**src/rtl/popcount_pkg.sv**
```systemverilog
// Shared types and widths for the popcount sequencer and its datapath.
package popcount_pkg;
  localparam int WORD_W = 64;
  localparam int PCNT_W = 7;

  typedef enum logic [1:0] {
    IDLE  = 2'd0,
    ACCUM = 2'd1,
    DRAIN = 2'd2,
    DONE  = 2'd3
  } state_t;
endpackage

```
**src/rtl/popcount_seq_if.sv**
```systemverilog
// Word-in / total-out handshake bundle for popcount_seq.
// master: word source and result consumer. slave: the sequencer.
interface popcount_seq_if #(
  parameter int MAX_WORDS = 256
);
  import popcount_pkg::*;
  localparam int LEN_W = $clog2(MAX_WORDS + 1);
  localparam int CNT_W = $clog2(MAX_WORDS * 64 + 1);

  logic              start;
  logic [LEN_W-1:0]  len;
  logic              busy;
  logic              in_valid;
  logic              in_ready;
  logic [WORD_W-1:0] in_data;
  logic              out_valid;
  logic              out_ready;
  logic [CNT_W-1:0]  out_count;

  modport master (
    output start, len, in_valid, in_data, out_ready,
    input  busy, in_ready, out_valid, out_count
  );
  modport slave (
    input  start, len, in_valid, in_data, out_ready,
    output busy, in_ready, out_valid, out_count
  );
endinterface

```
**src/rtl/popcount64.sv**
```systemverilog
// Purely combinational 64-bit population count.
module popcount64
  import popcount_pkg::*;
(
  input  logic [WORD_W-1:0] din,
  output logic [PCNT_W-1:0] cnt
);
  // sum every bit of the word; synthesis builds the adder tree
  always_comb begin
    cnt = '0;
    for (int i = 0; i < WORD_W; i++) cnt = cnt + PCNT_W'(din[i]);
  end
endmodule

```
**src/rtl/popcount_seq.sv**
```systemverilog
// Job sequencer: streams up to MAX_WORDS words through popcount64 and
// returns the accumulated bit total on a result handshake.
// Optional macro POPCOUNT_SEQ_PIPE_EN registers the per-word count before the
// accumulator and adds a DRAIN state to absorb the last in-flight count.
module popcount_seq
  import popcount_pkg::*;
#(
  parameter int MAX_WORDS = 256
) (
  input  logic          clk,
  input  logic          rst,
  popcount_seq_if.slave bus
);
  localparam int LEN_W = $clog2(MAX_WORDS + 1);
  localparam int CNT_W = $clog2(MAX_WORDS * 64 + 1);

  state_t             state, nstate;
  logic [LEN_W-1:0]   rem;
  logic [LEN_W-1:0]   len_c;
  logic [CNT_W-1:0]   acc;
  logic [PCNT_W-1:0]  pc;
  logic               xfer;
  logic               last;
  logic               add_en;
  logic [PCNT_W-1:0]  add_val;

  assign len_c = (bus.len > LEN_W'(MAX_WORDS)) ? LEN_W'(MAX_WORDS) : bus.len;
  assign xfer  = bus.in_valid && (state == ACCUM);
  assign last  = xfer && (rem == LEN_W'(1));

  popcount64 u_pc (.din(bus.in_data), .cnt(pc));

`ifdef POPCOUNT_SEQ_PIPE_EN
  logic [PCNT_W-1:0] pc_q;
  logic              pc_vld;

  // pipe stage: hold the count of the word accepted last cycle
  always_ff @(posedge clk) begin
    if (rst) begin
      pc_q   <= '0;
      pc_vld <= 1'b0;
    end else begin
      pc_q   <= pc;
      pc_vld <= xfer;
    end
  end

  assign add_en  = pc_vld;
  assign add_val = pc_q;
`else
  assign add_en  = xfer;
  assign add_val = pc;
`endif

  // state register
  always_ff @(posedge clk) begin
    if (rst) state <= IDLE;
    else     state <= nstate;
  end

  // next-state decode; start only matters in IDLE
  always_comb begin
    nstate = state;
    case (state)
      IDLE:  if (bus.start) nstate = (len_c == '0) ? DONE : ACCUM;
`ifdef POPCOUNT_SEQ_PIPE_EN
      ACCUM: if (last) nstate = DRAIN;
`else
      ACCUM: if (last) nstate = DONE;
`endif
      DRAIN: nstate = DONE;
      DONE:  if (bus.out_ready) nstate = IDLE;
      default: nstate = IDLE;
    endcase
  end

  // remaining-word counter and accumulator; a new job clears the total
  always_ff @(posedge clk) begin
    if (rst) begin
      rem <= '0;
      acc <= '0;
    end else if (state == IDLE && bus.start) begin
      rem <= len_c;
      acc <= '0;
    end else begin
      if (xfer)   rem <= rem - LEN_W'(1);
      if (add_en) acc <= acc + CNT_W'(add_val);
    end
  end

  assign bus.busy      = (state != IDLE);
  assign bus.in_ready  = (state == ACCUM);
  assign bus.out_valid = (state == DONE);
  assign bus.out_count = acc;
endmodule

```
**src/flat_wrapper.sv**
```systemverilog
// flat-port wrapper written by rule: the top's interface ports become plain ports
module popcount_seq_flat import popcount_pkg::*;
#(
  parameter int MAX_WORDS = 256
)
  (clk, rst, bus_start, bus_len, bus_in_valid, bus_in_data, bus_out_ready, bus_busy, bus_in_ready, bus_out_valid, bus_out_count);
  popcount_seq_if #(.MAX_WORDS(MAX_WORDS)) bus_i ();
  input  logic clk;
  input  logic rst;
  input wire logic [$bits(bus_i.start)-1:0] bus_start;
  input wire logic [$bits(bus_i.len)-1:0] bus_len;
  input wire logic [$bits(bus_i.in_valid)-1:0] bus_in_valid;
  input wire logic [$bits(bus_i.in_data)-1:0] bus_in_data;
  input wire logic [$bits(bus_i.out_ready)-1:0] bus_out_ready;
  output wire logic [$bits(bus_i.busy)-1:0] bus_busy;
  output wire logic [$bits(bus_i.in_ready)-1:0] bus_in_ready;
  output wire logic [$bits(bus_i.out_valid)-1:0] bus_out_valid;
  output wire logic [$bits(bus_i.out_count)-1:0] bus_out_count;
  assign bus_i.start = bus_start;
  assign bus_i.len = bus_len;
  assign bus_i.in_valid = bus_in_valid;
  assign bus_i.in_data = bus_in_data;
  assign bus_i.out_ready = bus_out_ready;
  assign bus_busy = bus_i.busy;
  assign bus_in_ready = bus_i.in_ready;
  assign bus_out_valid = bus_i.out_valid;
  assign bus_out_count = bus_i.out_count;
  popcount_seq #(.MAX_WORDS(MAX_WORDS)) u_core (.clk(clk), .rst(rst), .bus(bus_i));
endmodule
```
**config.mk**
```make
export PLATFORM = sky130hd
export DESIGN_NAME = popcount_seq_flat
export DESIGN_NICKNAME = d
export VERILOG_FILES = /design/src/rtl/popcount_pkg.sv /design/src/rtl/popcount_seq_if.sv /design/src/rtl/popcount64.sv /design/src/rtl/popcount_seq.sv /design/src/flat_wrapper.sv
export SDC_FILE = /design/constraint.sdc
export NUM_CORES = 1
export LEC_CHECK = 0
export CAP_MARGIN = 10
export CORE_UTILIZATION = 40
export CTS_CLUSTER_DIAMETER = 120
export DETAILED_ROUTE_END_ITERATION = 10
export PLACE_DENSITY = 0.69
export SLEW_MARGIN = 20
export SYNTH_ARGS = -nofsm -noshare
export SYNTH_HDL_FRONTEND = slang
export SYNTH_SLANG_ARGS = --single-unit
```
**constraint.sdc**
```tcl
create_clock -name clk -period 11.7 [get_ports clk]
set_input_delay 2.34 -clock clk [delete_from_list [all_inputs] [get_ports clk]]
set_output_delay 2.34 -clock clk [all_outputs]
set_load 0.02 [all_outputs]
```
==> flow_metrics.env <==
export IMPL_syn_to_final_growth_pct=34.3
export IMPL_fin_worst_hold_slack_ns=0.492
export IMPL_ant_nets=0
export IMPL_crit_path_frequent_cell="fa_1"
export IMPL_syn_nets=526
export IMPL_whs_path_depth=2
export IMPL_critPathLaunchType="primary input"
export IMPL_die_x_um=92.7
export IMPL_worst_slew_pin_transition_ns=0.583
export IMPL_fin_tns_setup_ns=0
export IMPL_r2r_end="u_core.bus.out_count[10]$_SDFFE_PP0P_"
export IMPL_yosys_area_top_type="fa_1"
export IMPL_synthTopCellsByArea="fa_1, dfxtp_1, ha_1"
export IMPL_cp_end_kind="flip-flop"
export IMPL_instances_no_fill=554
export IMPL_rows=32
export IMPL_clockBufferDepth=2
export IMPL_ff2ff_setup_slack_ns=5.66
export IMPL_core_area_mm2=0.00785
export IMPL_cp_max_fo=5
export IMPL_maxSlewHeadroom_pct=61.0
export IMPL_clkSinkCount=26
export IMPL_io_pins=96
export IMPL_setup_viol_count_final=0
export IMPL_path_class="in -> reg"
export IMPL_initial_utilization_pct=41.9
export IMPL_drtIter0Drc=37
export IMPL_clk_pin_slew_ns=0.09
export IMPL_yosysTopAreaCellShare_pct=34.1
export IMPL_antenna_found_initial=0
export IMPL_clock_root_buffer="clkbuf_8"
export IMPL_routedWlPerCell_um=12.1
export IMPL_grt_pass1_wl_um=11600
export IMPL_grt_pass1_vias=2703
export IMPL_dp_cells=550
export IMPL_outcome="finished, final reports clean"
export IMPL_portBuffers=95
export IMPL_vias=2660
export IMPL_synth_area_mm2=0.00329
export IMPL_drc=0
export IMPL_fin_crit_ns=8.66
export IMPL_fp_dieArea_mm2=0.00859
export IMPL_tritoncts="built"
export IMPL_whs_endpoint="u_core.bus.out_count[5]$_SDFFE_PP0P_"
export IMPL_yosysWarnings=0
export IMPL_rsz0062_at_grt="no"
export IMPL_slowest_delay_ns=0.53
export IMPL_cts_setup_buffers=0
export IMPL_synth_cells=359
export IMPL_drt_wl_total_um=6700
export IMPL_htree_num_levels=1
export IMPL_fin_nets=620
export IMPL_grt_overflow_total=0
export IMPL_crit_path_cell_trace="clkdlybuf4s50_1, fa_1, inv_1, fa_1, inv_1, fa_1, inv_1, fa_1, fa_1, fa_1, fa_1, fa_1, inv_1, fa_1, fa_1, a21o_1, a221o_2, o221ai_4, xnor2_1, nor2_1"
export IMPL_utilization_pct=56.3
export IMPL_drtPass1Iterations=4
export IMPL_synth_seq_cells=26
export IMPL_syn_area_per_cell_um2=9.16
export IMPL_max_freq_ghz=0.116
export IMPL_synth_seq_area_share_pct=15.8
export IMPL_hold_path_class="reg -> reg"
export IMPL_cts_resized=0
export IMPL_finalWeightedCongestion=0.788
export IMPL_r2r_start="u_core.bus.out_count[0]$_SDFFE_PP0P_"
export IMPL_drv_cap=0
export IMPL_fin_crit_sh_pct=74.0
export IMPL_drive_gt1_share_pct=1.77
export IMPL_rr_worst_depth=16
export IMPL_worstPathArrival_ns=8.80
export IMPL_cts_inserted_buffers=3
export IMPL_critPathRequiredTime_ns=11.85
export IMPL_hold_viol_final=0
export IMPL_track_usage_pct=16.7
export IMPL_die_y_um=92.7
export IMPL_hp_start="u_core.bus.out_count[5]$_SDFFE_PP0P_"
export IMPL_dp_hpwl_um=5900
export IMPL_n_antenna_cell=0
export IMPL_maxSlewViolCount=0
export IMPL_slowest_stage="fa_1"
export IMPL_vias_per_cell=4.80
export IMPL_skew_ns=0.00999
export IMPL_ctsHoldBuffers=0
export IMPL_grt_max_degree=20
export IMPL_ys_types=37
export IMPL_insertion_delay_ns=0.28
## cell type report
cell class	count	area, um^2
Fill cell	732	3430
Multi-Input combinational cell	231	2380
Timing Repair Buffer	95	951
Sequential cell	26	520
Inverter	96	360
Tap cell	102	128
Clock buffer	3	41.3
Clock inverter	1	30.0
## worst max-delay path: cells and delay by family
| family | cells | cell delay, ns |
|---|---|---|
| AND/OR/NAND/NOR | 1 | 0.05 |
| AO/OA/AOI/OAI | 3 | 0.85 |
| adder cells (fa/ha/maj) | 10 | 4.78 |
| XOR/XNOR | 1 | 0.15 |
| buffers and inverters | 5 | 0.63 |
## sequential cells by signal (all words and copies together), names as in the netlist
register and cells:
u_core.state 2, u_core.rem 9, u_core.bus.out_count 15
## worst max path at each step
stage / start / end
finish: bus_in_data[17] / u_core.bus.out_count[10]$_SDFFE_PP0P_
global route: bus_in_data[35] / u_core.bus.out_count[10]$_SDFFE_PP0P_
CTS: bus_in_data[17] / u_core.bus.out_count[14]$_SDFFE_PP0P_
detailed placement: bus_in_data[17] / u_core.bus.out_count[14]$_SDFFE_PP0P_
global placement: bus_in_data[17] / u_core.bus.out_count[12]$_SDFFE_PP0P_
floorplan: bus_in_data[17] / u_core.bus.out_count[12]$_SDFFE_PP0P_
## cells by family (layout without fill, tap and decap cells)
group	after synthesis	in the layout	share of synthesized area, %
AO/OA/AOI/OAI	62	62	12.1
XOR/XNOR	15	15	4.00
adder cells (fa/ha/maj)	89	89	46.7
buffers and inverters	102	195	11.6
flip-flops	26	26	15.8
AND/OR/NAND/NOR	65	65	9.74
## cell usage in the layout, fill, tap and decap left out
cell,n
a211oi_1,10
a21o_1,3
a21oi_1,29
a221o_2,1
a311oi_1,1
a31oi_1,1
a41oi_1,1
and2_1,1
and3_1,2
and3_2,1
and4b_1,1
bufinv_16,1
clkbuf_8,3
clkdlybuf4s50_1,95
dfxtp_1,26
fa_1,56
ha_1,33
inv_1,96
nand2_1,22
nand2b_1,3
nand3_1,2
nand4_1,4
nor2_1,13
nor2b_1,2
nor3_1,3
nor3b_1,2
nor4_1,3
o2111a_1,1
o211ai_1,3
o21a_1,1
o21ai_0,8
o221ai_4,1
o22ai_1,1
o31ai_1,1
or2_2,1
or3_1,5
xnor2_1,7
xor2_1,8
## metal layers
metal	up-vias	part of all wire, %	global-route usage [%]
met5	-	0	0
met4	0	0.58	2.31
met3	4	4.3	2.30
met2	63	51	30.2
met1	1275	44	21.7
li1	1318	-	-
## cell usage after synthesis, drive strengths merged
cell type	number
o22ai	1
a311oi	1
nand2	22
nor3	3
or3	5
o221ai	1
a221o	1
a21oi	29
dfxtp	26
and3	3
or2	1
buf	1
a41oi	1
o21a	1
nand3	2
clkbuf	5
and4b	1
o211ai	3
nor2b	2
nor4	3
o2111a	1
and2	1
nor3b	2
fa	56
nor2	13
o21ai	8
a31oi	1
a21o	3
nand4	4
inv	96
xor2	8
nand2b	3
xnor2	7
o31ai	1
a211oi	10
ha	33
## through the flow
stage / worst slack, ns / area (um^2)
after floorplan: 3.42 / 3290
after global placement: 2.79 / 4340
after detailed placement: 2.73 / 4340
after CTS: 3.03 / 4420
after global routing: 2.88 / 4420
final: 3.04 / 4420
Power is left out: the tool's default activity adds up to more than one toggle a clock period on the data nets, which glitch-free logic cannot reach.
